File: src/rtl/uart_pkg.sv
// Shared types and constants for the UART packet parser.
package uart_pkg;

   typedef enum logic [2:0] {
      IDLE    = 3'd0,
      CMD     = 3'd1,
      LEN     = 3'd2,
      PAYLOAD = 3'd3,
      CHK     = 3'd4,
      HOLD    = 3'd5
   } parser_state_t;

   localparam logic [7:0] ACK_BYTE     = 8'h06;
   localparam logic [7:0] NAK_BYTE     = 8'h15;
   localparam logic [7:0] DEFAULT_SYNC = 8'hA5;

endpackage

File: src/rtl/uart_byte_timeout.sv
// Inter-byte watchdog: counts enabled cycles while running and fires a
// one-cycle expire when the count reaches TIMEOUT_CYCLES; clear always wins.
module uart_byte_timeout #(
   parameter int  TIMEOUT_CYCLES = 500_000,
   localparam int CW             = $clog2(TIMEOUT_CYCLES + 1)
) (
   input  logic clk,
   input  logic reset_n,
   input  logic i_ena,
   input  logic i_run,
   input  logic i_clear,
   output logic o_expire
);

   logic [CW-1:0] r_count;
   logic          w_at_limit;

   assign w_at_limit = (r_count == CW'(TIMEOUT_CYCLES - 1));
   assign o_expire   = i_ena && i_run && !i_clear && w_at_limit;

   always_ff @(posedge clk or negedge reset_n) begin
      if (!reset_n) begin
         r_count <= '0;
      end else if (i_ena) begin
         if (i_clear || !i_run || o_expire) begin
            r_count <= '0;
         end else begin
            r_count <= r_count + CW'(1);
         end
      end
   end

endmodule

File: src/rtl/uart_packet_parser.sv
// Framed command parser: SYNC, CMD, LEN, PAYLOAD[LEN], CHK -> held packet.
// Optional ACK/NAK byte generation is enabled with `define UART_PKT_ACK_EN.
//
//   state   | meaning
//   --------+-----------------------------------------------
//   IDLE    | hunting for SYNC_BYTE, other bytes dropped
//   CMD     | expecting command byte
//   LEN     | expecting payload length
//   PAYLOAD | collecting payload bytes
//   CHK     | expecting checksum byte
//   HOLD    | packet presented, waiting for consumer
module uart_packet_parser
   import uart_pkg::*;
#(
   parameter int                    DATA_WIDTH     = 8,
   parameter int                    MAX_PAYLOAD    = 8,
   parameter logic [DATA_WIDTH-1:0] SYNC_BYTE      = DEFAULT_SYNC,
   parameter int                    TIMEOUT_CYCLES = 500_000,
   localparam int                   LW             = $clog2(MAX_PAYLOAD + 1)
) (
   input  logic                              clk,
   input  logic                              reset_n,
   input  logic                              ena,
   input  logic [DATA_WIDTH-1:0]             rx_data,
   input  logic                              rx_valid,
   output logic                              rx_ready,
   output logic [DATA_WIDTH-1:0]             pkt_cmd,
   output logic [LW-1:0]                     pkt_len,
   output logic [DATA_WIDTH*MAX_PAYLOAD-1:0] pkt_payload,
   output logic                              pkt_valid,
   input  logic                              pkt_ready,
   output logic                              err_chk,
   output logic                              err_len,
   output logic                              err_timeout,
   output logic [7:0]                        ack_data,
   output logic                              ack_valid
);

   parser_state_t                     r_state;
   parser_state_t                     w_next;
   logic [DATA_WIDTH-1:0]             r_cmd;
   logic [DATA_WIDTH-1:0]             r_sum;
   logic [LW-1:0]                     r_len;
   logic [LW-1:0]                     r_idx;
   logic [DATA_WIDTH*MAX_PAYLOAD-1:0] r_payload;
   logic                              r_err_chk;
   logic                              r_err_len;
   logic                              r_err_timeout;

   logic w_accept;
   logic w_expire;
   logic w_run;
   logic w_len_over;
   logic w_len_zero;
   logic w_last_pl;
   logic w_chk_ok;

   assign w_accept   = rx_valid && rx_ready && ena;
   assign w_run      = (r_state == CMD) || (r_state == LEN) ||
                       (r_state == PAYLOAD) || (r_state == CHK);
   assign w_len_over = (rx_data > DATA_WIDTH'(MAX_PAYLOAD));
   assign w_len_zero = (rx_data == '0);
   assign w_last_pl  = (r_idx == (r_len - LW'(1)));
   assign w_chk_ok   = (rx_data == r_sum);

   uart_byte_timeout #(
      .TIMEOUT_CYCLES (TIMEOUT_CYCLES)
   ) u_timeout (
      .clk      (clk),
      .reset_n  (reset_n),
      .i_ena    (ena),
      .i_run    (w_run),
      .i_clear  (w_accept),
      .o_expire (w_expire)
   );

   always_ff @(posedge clk or negedge reset_n) begin
      if (!reset_n) begin
         r_state <= IDLE;
      end else begin
         r_state <= w_next;
      end
   end

   // expire is already suppressed by the timeout block when a byte lands
   always_comb begin
      w_next = r_state;
      if (w_expire) begin
         w_next = IDLE;
      end else if (w_accept) begin
         case (r_state)
            IDLE:    if (rx_data == SYNC_BYTE) w_next = CMD;
            CMD:     w_next = LEN;
            LEN: begin
               if (w_len_over)      w_next = IDLE;
               else if (w_len_zero) w_next = CHK;
               else                 w_next = PAYLOAD;
            end
            PAYLOAD: if (w_last_pl) w_next = CHK;
            CHK:     w_next = w_chk_ok ? HOLD : IDLE;
            default: w_next = r_state;
         endcase
      end else if ((r_state == HOLD) && ena && pkt_ready) begin
         w_next = IDLE;
      end
   end

   always_comb begin
      rx_ready  = (r_state != HOLD);
      pkt_valid = (r_state == HOLD);
   end

   always_ff @(posedge clk or negedge reset_n) begin
      if (!reset_n) begin
         r_cmd         <= '0;
         r_sum         <= '0;
         r_len         <= '0;
         r_idx         <= '0;
         r_payload     <= '0;
         r_err_chk     <= 1'b0;
         r_err_len     <= 1'b0;
         r_err_timeout <= 1'b0;
      end else begin
         r_err_chk     <= 1'b0;
         r_err_len     <= 1'b0;
         r_err_timeout <= 1'b0;
         if (ena) begin
            if (w_expire) begin
               r_err_timeout <= 1'b1;
            end
            if (w_accept) begin
               case (r_state)
                  IDLE: begin
                     if (rx_data == SYNC_BYTE) begin
                        r_payload <= '0;
                        r_sum     <= '0;
                        r_idx     <= '0;
                     end
                  end
                  CMD: begin
                     r_cmd <= rx_data;
                     r_sum <= rx_data;
                  end
                  LEN: begin
                     if (w_len_over) begin
                        r_err_len <= 1'b1;
                     end else begin
                        r_len <= rx_data[LW-1:0];
                        r_sum <= r_sum + rx_data;
                        r_idx <= '0;
                     end
                  end
                  PAYLOAD: begin
                     for (int i = 0; i < MAX_PAYLOAD; i++) begin
                        if (r_idx == LW'(i)) begin
                           r_payload[DATA_WIDTH*i +: DATA_WIDTH] <= rx_data;
                        end
                     end
                     r_sum <= r_sum + rx_data;
                     r_idx <= r_idx + LW'(1);
                  end
                  CHK: begin
                     if (!w_chk_ok) begin
                        r_err_chk <= 1'b1;
                     end
                  end
                  default: ;
               endcase
            end
         end
      end
   end

   assign pkt_cmd     = r_cmd;
   assign pkt_len     = r_len;
   assign pkt_payload = r_payload;
   assign err_chk     = r_err_chk;
   assign err_len     = r_err_len;
   assign err_timeout = r_err_timeout;

`ifdef UART_PKT_ACK_EN
   logic [7:0] r_ack_data;
   logic       r_ack_valid;

   // strobe lands on the same edge that moves CHK -> HOLD or raises err_chk
   always_ff @(posedge clk or negedge reset_n) begin
      if (!reset_n) begin
         r_ack_data  <= '0;
         r_ack_valid <= 1'b0;
      end else begin
         r_ack_valid <= 1'b0;
         if (w_accept && (r_state == CHK)) begin
            r_ack_valid <= 1'b1;
            r_ack_data  <= w_chk_ok ? ACK_BYTE : NAK_BYTE;
         end
      end
   end

   assign ack_data  = r_ack_data;
   assign ack_valid = r_ack_valid;
`else
   assign ack_data  = '0;
   assign ack_valid = 1'b0;
`endif

endmodule

File: config.mk
export PLATFORM = sky130hd
export DESIGN_NAME = uart_packet_parser
export DESIGN_NICKNAME = d
export VERILOG_FILES = /design/src/rtl/uart_pkg.sv /design/src/rtl/uart_byte_timeout.sv /design/src/rtl/uart_packet_parser.sv
export SDC_FILE = /design/constraint.sdc
export NUM_CORES = 1
export LEC_CHECK = 0
export ABC_AREA = 0
export CAP_MARGIN = 10
export CORE_UTILIZATION = 53
export DETAILED_ROUTE_END_ITERATION = 6
export HOLD_SLACK_MARGIN = 0.02
export PLACE_DENSITY = 0.8
export SLEW_MARGIN = 10
export SYNTH_ARGS = -nofsm -noshare
export SYNTH_HDL_FRONTEND = slang
export SYNTH_SLANG_ARGS = --single-unit
export TNS_END_PERCENT = 50
File: constraint.sdc
create_clock -name clk -period 3 [get_ports clk]
set_input_delay 0.6 -clock clk [delete_from_list [all_inputs] [get_ports clk]]
set_output_delay 0.6 -clock clk [all_outputs]
set_load 0.005 [all_outputs]
# Word-level counts from Yosys, hierarchy flattened

Index checks and enable logic that the tools add are counted.

Flip-flop bits (word level): 113
Word-level logic and storage cells: 123
Memories kept: 0
Memory bits (writable): 0
ROM bits: 0
Latch bits: 0
Input port bits: 13

Equal/unequal tests: 30
Divide/modulo/power cells: 0
Bitwise operators: 1
Multipliers: 0
Reduce and logical (&&, ||, !) cells: 34
Mux-type cells: 36
$lt $le $gt $ge: 1
Add/sub/neg operators: 4
Shift-type cells: 0

Operators with widths:

| operator                                                      | count |
|---|---|
| one-hot mux 64 bit (2 select lines)                           | 1 |
| two-way mux 8 bit                                             | 10 |
| two-way mux 64 bit                                            | 1 |
| AND reduction 5 bit                                           | 10 |
| one-hot mux 8 bit (4 select lines)                            | 1 |
| two-way mux 3 bit                                             | 8 |
| adder 19 x 1 -> 19 bit, second input constant                 | 1 |
| equality test 19 bit, second input constant                   | 1 |
| two-way mux 19 bit                                            | 1 |
| equality test 4 x 3 -> 1 bit, second input constant           | 4 |
| inequality test 2 x 1 -> 1 bit, second input constant         | 8 |
| one-hot mux 3 bit (5 select lines)                            | 1 |
| one-hot mux 4 bit (3 select lines)                            | 1 |
| two-way mux 1 bit                                             | 10 |
| adder 8 bit                                                   | 1 |
| equality test 4 x 2 -> 1 bit, second input constant           | 2 |
| equality test 8 bit                                           | 1 |
| equality test 8 bit, second input constant                    | 1 |
| greater-than comparator 8 x 4 -> 1 bit, second input constant | 1 |
| zero test 8 bit                                               | 1 |
| two-way mux 4 bit                                             | 2 |
| inequality test 4 bit, second input constant                  | 2 |
| AND reduction 4 bit                                           | 2 |
| logical AND 1 bit                                             | 7 |
| 19 further kinds                                              | 28 |

# Logic depth before layout (Yosys ltp)

Word-level depth: 9
Mapped depth: 9
Depth with buffers taken out: 9

# Hierarchy

Synthesis repeated with hierarchy kept, for this count alone.

Cells, all modules: 496
Area, all modules: 5696.7 sq um

By module, submodules not included:

| module             | instances | cells an instance | sequential area each (sq um) | area each (sq um) |
|---|---|---|---|---|
| uart_packet_parser | 1         | 389               | 2352.3                       | 4660.7 |
| uart_byte_timeout  | 1         | 107               | 475.5                        | 1036.0 |

# Worst setup path before layout

Ideal clock, no wire load.

Kind: input -> register
Start point: input rx_data[1]
End point: register r_sum[7]
Arrival time: 2.281 ns
Stages on the path: 7
Slack: 0.593 ns
Library setup time: 0.126 ns
Path buffers: 0
Path through: ha_1 > a211oi_1 > nor3_1 > mux2i_1 > or4_1 > mux2i_1 > a221o_1

Word-level cells in the longest chain between the ends: 3

Ends and longest elaborated chain:

| element                                                                          | RTL line                                             | text |
|---|---|---|
| start: declaration                                                               | uart_packet_parser.sv:24                             | `input logic [DATA_WIDTH-1:0] rx_data,` |
| adder 8 bit, or another cell as far along                                        | uart_packet_parser.sv:149, uart_packet_parser.sv:159 |  |
| two-way mux 8 bit / inequality test 2 bit (equally long branches)                | -                                                    |  |
| one-hot mux 8 bit (4 select lines) / AND reduction 5 bit (equally long branches) | -                                                    |  |
| end signal: assignment                                                           | uart_packet_parser.sv:142                            | `r_sum <= rx_data;` |
| end signal: assignment                                                           | uart_packet_parser.sv:149                            | `r_sum <= r_sum + rx_data;` |
| end signal: assignment                                                           | uart_packet_parser.sv:159                            | `r_sum <= r_sum + rx_data;` |
| end: declaration                                                                 | uart_packet_parser.sv:42                             | `logic [DATA_WIDTH-1:0] r_sum;` |

Parallel ways exist; a longest one is shown, timed or not. The select of a mux whose other input is x is not followed.
A chain may end at the register's enable or synchronous reset.

# Worst setup path after layout

Start point: register r_state[1]
End point: output pkt_valid

Word-level cells in the longest chain between the ends: 1

Ends and longest elaborated chain:

| element                  | RTL line                  | text |
|---|---|---|
| start: declaration       | uart_packet_parser.sv:39  | `parser_state_t r_state;` |
| start signal: assignment | uart_packet_parser.sv:81  | `r_state <= w_next;` |
| equality test 3 bit      | uart_packet_parser.sv:110 | `pkt_valid = (r_state == HOLD);` |
| end: declaration         | uart_packet_parser.sv:30  | `output logic pkt_valid,` |

Every way passes these cells.

==> results.json <==
{
  "outcome": "complete, no violations",
  "start_kind": "register",
  "wirelength_um": 13900,
  "grtUsageTotal_pct": 26.0,
  "area_growth_pct": 30.3,
  "crit_arrival_ns": 2.00,
  "synth_area_per_cell_um2": 12.0,
  "grt_max_degree": 47,
  "yosysSeqAreaShare_pct": 48.2,
  "p_leak_nw": 3.63,
  "netlist_area_um2": 5860,
  "required_ns": 2.40,
  "slew_violations": 0,
  "via_count": 4182,
  "worstSetupEndpointType": "output port",
  "cts_hold_buf": 0,
  "crit_type": "register to output port",
  "layout_commonest_cell": "dfrtp_1",
  "fin_util_pct": 70.8,
  "cts_root_buf": "clkbuf_8",
  "slew_headroom_pct": 55.6,
  "antenna_cells": 0,
  "finalClockSkew_ns": 0.00932,
  "synth_seq_cells": 113,
  "die_area_um2": 11500,
  "setup_viol": 0,
  "cts_sinks": 113,
  "cts.path.max_buffers": 2,
  "min_path_type": "primary input to asynchronous set/reset pin",
  "drc_errors": 0,
  "fp-row-count": 38,
  "grt_pass1_wl_um": 22400,
  "antenna_found_initial": 0,
  "rrSetupSlack_ns": 0.70,
  "yosysTopAreaCellShare_pct": 48.2,
  "postLayoutCellArea_um2": 7640,
  "rsz0062_at_grt": "no",
  "die_w_um": 107,
  "clk_latency_ns": 0.52,
  "drv_cap": 0,
  "syn_inst": 490,
  "htreeDepth": 4,
  "r2r_end": "r_sum[7]$_DFFE_PN0P_",
  "start_util_pct": 54.3,
  "path_max_fanout": 13,
  "cts_tree": "done",
  "layout_common_cells": "dfrtp_1, clkdlybuf4s50_1, mux2_4",
  "worstMarginPinSlew_ns": 0.664,
  "dp_hpwl_um": 9720,
  "synth.top_cells.by_area": "dfrtp_1, mux2_4, ha_1, nand2_8, nand2_1",
  "grt-ovfl-total": 0,
  "clk_pin_slew_ns": 0.06,
  "synth_edf_count": 0,
  "place_area_um2": 7040,
  "drive_above_1_share_pct": 23.1,
  "post_cts_resized": 0,
  "r2r_cells": 7,
  "core_area_um2": 10800,
  "fmax_ghz": 0.385,
  "cts_setup_buffers": 0,
  "hold_viol_final": 0,
  "async_reset_ff_share_pct": 100,
  "gp_congestion": 0.903,
  "finalCritPeriodShare_pct": 86.5,
  "detail-route-antenna-nets": 0,
  "power_density_nw_per_um2": 834,
  "grt_pass1_vias": 4128,
  "cts_buffers": 17,
  "period_minus_slack_ns": 2.60,
  "finalSetupTns_ns": 0,
  "yosys_warnings": 0,
  "dieHeight_um": 107,
  "routedWlPerCell_um": 18.4,
  "synth_flop_cell": "dfrtp_1",
  "drt_iter0_drc": 272,
  "io_pins": 103,
  "fin_total_pwr_mw": 6.37,
  "fin_nets": 630,
  "r2r_start": "r_sum[1]$_DFFE_PN0P_",
  "synth_top_cell_by_area": "dfrtp_1",
  "dr.pass1.iters": 5,
  "viasPerCell": 5.53,
  "io_buffers": 93,
  "synth.distinct_cells": 56,
  "peakVddDrop_mv": 0.418
}
-- kinds of logic after synthesis --
logic type                 share of synthesized area, %
AOI/OAI and AO/OA                                  7.81
xor gates and xnor gates                           3.58
adders and majority gates                          3.12
buffers and inverters                              3.93
DFF                                                48.2
muxes                                              18.8
other                                            0.0639
and+or+nand+nor                                    14.5
-- registers in the layout, indices dropped and copies added (netlist names) --
name	flops
pkt_len	4
r_idx	4
err_chk	1
err_len	1
pkt_cmd	8
r_state	3
r_sum	8
err_timeout	1
u_timeout.r_count	19
pkt_payload	64
-- metal layers --
layer,routed length (µm),GRT usage (%)
met5,0,0
met4,233,9.00
met3,684,5.53
met2,6620,40.6
met1,6370,36.0
-- worst max-delay path, cell delays in order (launching register included) --
cell and delay, ns:
dfrtp_1 0.50, nor2b_1 0.26, nand2_1 0.13, inv_1 0.09
clkdlybuf4s50_1 0.50
-- through the flow --
stage	setup slack [ns]	cells	hold WS [ns]
4_1_cts	0.393	756	0.104
5_1_grt	0.305	756	0.125
6_report	0.405	756	0.0864
3_5_place_dp	0.0403	724	0.485
3_3_place_gp	0.0619	724	0.472
2_1_floorplan	0.593	498	0.304
-- where the power goes --
group	switching (mW)	internal, mW
combinational	0.945	1.20
clock	0.720	1.31
sequential	0.315	1.88
total	1.98	4.39
-- cell usage after synthesis (2+ instances only) --
cell      number
nand3_1       18
or4_1          2
nand2_1       34
clkbuf_1      17
or3_1          2
a22oi_1        6
dfrtp_1      113
o22ai_1        3
and3_1        13
o21ai_0       14
nor3_1         9
mux2_4        64
buf_4          9
nor2b_1        5
nand2b_1       4
xnor2_1       11
nor4_1         4
mux2_2        10
a21o_1        10
inv_1         17
o21ai_1       12
ha_1          13
xor2_1        13
a21oi_1        9
nand2_8        8
nor2_1        26
buf_2          3
o31ai_1        5
mux2i_1        3
nand4_1        4
nor4b_1        2
and2_1         3
-- how the worst max path moves through the flow --
stage                      startpoint                          end  slack (ns)  cells after the start
2_1_floorplan              rx_data[1]         r_sum[7]$_DFFE_PN0P_        0.59                      7
3_3_place_gp               rx_data[1]         r_sum[7]$_DFFE_PN0P_        0.06                      8
3_5_place_dp               rx_data[1]  pkt_payload[13]$_DFFE_PN0P_        0.04                      9
4_1_cts        r_state[1]$_DFFE_PN0P_                    pkt_valid        0.39                      4
5_1_grt        r_state[1]$_DFFE_PN0P_                    pkt_valid        0.30                      4
6_report       r_state[1]$_DFFE_PN0P_                    pkt_valid        0.40                      4
-- layout make-up --
cell class,instances,area [µm²]
sequential,113,2830
clock inverter,12,158
inverter,17,63.8
multi-input combinational,338,2840
timing repair buffer,116,1130
clock buffer,20,445
fill,783,3150
tap,140,175
(Power assumes the default switching activity.)
